==> config.mk <==
export PLATFORM = sky130hd
export DESIGN_NAME = opcode_assembler
export DESIGN_NICKNAME = d
export VERILOG_FILES = /design/src/rtl/opcode_assembler.sv
export SDC_FILE = /design/constraint.sdc
export NUM_CORES = 1
export LEC_CHECK = 0
export BUFFER_PORTS_ARGS = -buffer_cell sky130_fd_sc_hd__buf_2
export CORE_MARGIN = 4
export CORE_UTILIZATION = 59
export DETAILED_ROUTE_END_ITERATION = 6
export PLACE_DENSITY = 0.77
export SLEW_MARGIN = 0
export SYNTH_ARGS = -nofsm -noshare
export SYNTH_HDL_FRONTEND = slang
export SYNTH_SLANG_ARGS = --single-unit
==> constraint.sdc <==
create_clock -name clk -period 4.4 [get_ports clk]
set_input_delay 0.66 -clock clk [delete_from_list [all_inputs] [get_ports clk]]
set_output_delay 0.66 -clock clk [all_outputs]
set_load 0.1 [all_outputs]
==> src/rtl/opcode_assembler.sv <==
// opcode_assembler: deserialises fixed-width chunks into wide opcodes and queues them for a valid/ready consumer
module opcode_assembler #(
    parameter int IN_WIDTH   = 8,
    parameter int CHUNKS     = 2,
    parameter int FIFO_DEPTH = 4,
    localparam int OP_WIDTH  = IN_WIDTH * CHUNKS,
    localparam int CW        = (CHUNKS > 1) ? $clog2(CHUNKS) : 1,
    localparam int LW        = $clog2(FIFO_DEPTH + 1)
) (
    input  logic                clk,
    input  logic                rst_n,
    input  logic                in_valid,
    input  logic [IN_WIDTH-1:0] in_data,
    input  logic                resync,
    output logic                out_valid,
    output logic [OP_WIDTH-1:0] out_opcode,
    input  logic                out_ready,
    output logic [LW-1:0]       level,
    output logic                overflow,
    input  logic                clear_overflow,
    output logic [CW-1:0]       chunk_idx
);
    localparam int AW = $clog2(FIFO_DEPTH);

    logic [OP_WIDTH-1:0] sr;
    logic [OP_WIDTH-1:0] word;
    logic [CW-1:0]       idx_base;
    logic                last;
    logic                push;
    logic                pop;
    logic                full;
    logic                wr;
    logic [OP_WIDTH-1:0] mem [FIFO_DEPTH];
    logic [AW-1:0]       wp;
    logic [AW-1:0]       rp;

    assign out_valid  = level != '0;
    assign out_opcode = mem[rp];

    // resync restarts the count so a chunk arriving with it is treated as chunk 0
    always_comb begin
        idx_base = resync ? '0 : chunk_idx;
        last     = idx_base == CW'(CHUNKS - 1);
        word     = ((resync ? '0 : sr) << IN_WIDTH) | OP_WIDTH'(in_data);
        push     = in_valid && last;
        pop      = out_valid && out_ready;
        full     = level == LW'(FIFO_DEPTH);
        wr       = push && (!full || pop);
    end

    // chunk counter and shift register; first chunk migrates to the MSBs
    always_ff @(posedge clk) begin
        if (!rst_n) begin
            chunk_idx <= '0;
            sr        <= '0;
        end else if (in_valid) begin
            chunk_idx <= last ? '0 : idx_base + 1'b1;
            sr        <= word;
        end else if (resync) begin
            chunk_idx <= '0;
            sr        <= '0;
        end
    end

    // pointers, occupancy and sticky overflow; a dropped push takes priority over clear
    always_ff @(posedge clk) begin
        if (!rst_n) begin
            wp       <= '0;
            rp       <= '0;
            level    <= '0;
            overflow <= 1'b0;
        end else begin
            if (wr) wp <= wp + 1'b1;
            if (pop) rp <= rp + 1'b1;
            level    <= level + LW'(wr) - LW'(pop);
            overflow <= (push && !wr) ? 1'b1 : clear_overflow ? 1'b0 : overflow;
        end
    end

    // storage is not reset; the pointers define which entries are meaningful
    always_ff @(posedge clk) begin
        if (rst_n && wr) mem[wp] <= word;
    end
endmodule

==> qor.yml <==
outcome:
  status: "finished clean"
timing:
  grt_setup_unrepaired: "false"
  maxSlewViolCount: 0
  period_share_pct: 67.11
  setup_violations: 0
  worst_pin_slew_ns: 1.002
  fin_crit_ns: 2.953
  max_freq_ghz: 0.3386
  whs_ns: 0.5263
  skew_ns: 0.007578
  finalSetupTns_ns: 0
  maxSlewHeadroom_pct: 33.08
  final-hold-violation-count: 0
synthesis:
  yosysWarnings: 0
  synth_area_leaders: "edfxtp_1 (59%), dfxtp_1 (12%), mux4_2 (6.2%)"
  synth_fp_nets: 194
  synth_cells: 173
  syn_avg_cell_area_um2: 18.98
  synth_top_area_cell: "edfxtp_1"
  syn-cell-area_um2: 3283
  synth-async-reset-ratio_pct: 0
  synth_flop_cell: "edfxtp_1"
  synth_edf_count: 64
  ys_top_cells_by_count: "edfxtp_1 (64), nor2b_1 (20), dfxtp_1 (19)"
  yosysSeqAreaShare_pct: 70.12
  synth_most_common_cell: "edfxtp_1"
  synth_seq_cells: 83
  synth.distinct_cells: 24
  synth.top_cell.area_share_pct: 58.54
die:
  core_area_um2: 5238
  die_h_um: 82.60
  fp.dieW_um: 82.60
  pin_count: 36
  row_count: 26
  die-area_um2: 6822
  initial_core_util_pct: 62.69
detailed_routing:
  first_pass_iters: 4
  drtAntennaViolNets: 0
  post_drt_wl_per_cell_um: 18.89
  wl_mm: 5.402
  drt-initial-drc-count: 126
  viasPerCell: 5.458
  num_vias: 1561
  drc: 0
cells_and_area:
  stdcell_count: 286
  n_antenna_cell: 0
  finalNetCount: 232
  final.fill_count: 344
  fin_util_pct: 70.71
  layout-drive-gt1-share_pct: 28.70
  syn2layout_area_growth_pct: 12.80
power_and_ir_drop:
  swShare_pct: 39.10
  ir_drop_uv: 479.0
  p_per_area_nw_per_um2: 612.5
  seqPwrFrac_pct: 41.6
  pwr-share-clk_pct: 25.4
  p_leak_nw: 1.330
  share_comb_of_total_power_pct: 33.0
  totalPowerFinal_w: 0.002268
  intPower_w: 0.001381
  p_sw_w: 0.0008868
grt:
  antenna_found_initial: 0
  grt_first_pass_wirelength_mm: 8.638
  overflow: 0
  track_usage_pct: 18.36
  grt_pass1_vias: 1681
  grt_max_degree: 25
clock_network:
  h-tree-depth: 3
  cts_tree: "done"
  cts_buffers: 9
  cts_buffer_depth: 2
  clkSinkCount: 83
  insertion_delay_ns: 0.34
  ctsHoldBuffers: 0
  cts_resized: 0
  clk_pin_slew_worst_paths_ns: 0.07
  clockRootBuffer: "clkbuf_8"
  postCtsSetupBuffers: 0
setup_path:
  max_stage_delay_ns: 0.98
  rrSetupSlack_ns: 1.99
  crit_required_ns: 3.74
  cp-start-kind: "register"
  crit_fanout: 16
  critPathCaptureType: "output port"
  cp.arrival_ns: 2.29
  path_cells: "mux4_1 > buf_2"
  critPathSlowestCell: "dfxtp_1"
  critical_path_buf_inv_count: 1
  path_class: "reg -> out"
  critical-path-top-delay-family: "flip-flops"
placed_design:
  gp_congestion: 0.7601
  io_buffers: 35
  dp_hpwl_mm: 3.661
  place_inst: 270
min_path:
  hold_path.class: "reg -> reg"
flow_run:
  maxCapViolCount: 0
-- cells by family (layout without fill, tap and decap cells) --
logic type | count (synthesis) | in the layout | share of synthesized area, %
AOI/OAI and AO/OA | 3 | 3 | 1.029
xor gates and xnor gates | 5 | 5 | 1.334
adders and majority gates | 7 | 7 | 2.896
buffers and inverters | 11 | 54 | 2.325
DFF | 83 | 83 | 70.12
muxes | 26 | 26 | 14.82
and+or+nand+nor | 38 | 38 | 7.469
-- layout make-up --
| cell class | instances | area [um2] | area share, % |
|---|---|---|---|
| flip-flops and latches | 83 | 2302 | 62.16 |
| well taps | 70 | 87.58 | 2.365 |
| multi-input cells | 79 | 904.6 | 24.43 |
| inverters | 3 | 11.26 | 0.3041 |
| clock buffers | 13 | 180.2 | 4.865 |
| clock inverters | 3 | 42.54 | 1.149 |
| repair buffers | 35 | 175.2 | 4.730 |
-- worst paths after layout --
kind	cells after the start	endpoint	from
setup reg to reg	9	level[2]	chunk_idx
hold / removal	2	wp[1]	wp[1]
setup / recovery	2	out_opcode[9]	register
hold reg to reg	2	wp[1]	wp[1]
-- power by group through the flow --
stage               Clock (W)  Sequential (W)  Combinational (W)
finish               0.000577        0.000943           0.000749
global route         0.000625        0.000954           0.000776
CTS                  0.000586        0.000948           0.000754
detailed placement          0        0.000965           0.000752
global placement            0        0.000960           0.000745
floorplan                   0        0.000996           0.000635
-- sequential cells by signal, summed over array words and instances, names as in the netlist, named ones only --
name	count
rp	2
wp	2
mem	64
overflow	1
chunk_idx	1
level	3
sr	8
-- worst min-delay path, delay by kind of cell, from the launching register on --
kind | cells | cell delay, ns
mux | 1 | 0.06
flops | 1 | 0.35
simple gates | 1 | 0.07
-- per-stage QoR --
step	setup slack [ns]	area [um2]
after floorplan	1.503	3283
after global placement	1.589	3481
after detailed placement	1.460	3481
after CTS	1.364	3704
after global routing	1.279	3704
final	1.447	3704
-- routing by layer --
| metal | share of wire (%) | GRT usage [%] | routed length (um) |
|---|---|---|---|
| met4 | 1.6 | 8.333 | 89 |
| met3 | 3.2 | 3.688 | 172 |
| met5 | 0 | 0 | 0 |
| met1 | 42 | 23.13 | 2283 |
| met2 | 53 | 30.77 | 2857 |
-- layout by cell type (no fill, tap or decap), types with 3 or more instances in the layout --
master and n:
dfxtp_1 19, edfxtp_1 64, buf_2 35, mux2i_1 10
ha_1 6, inv_1 3, nor2b_1 20, mux4_2 9
nand2_1 4, and3_1 4, and2_1 7, xnor2_1 4
clkbuf_8 11, mux4_1 7
No activity file was read; power rests on OpenSTA's default activity.
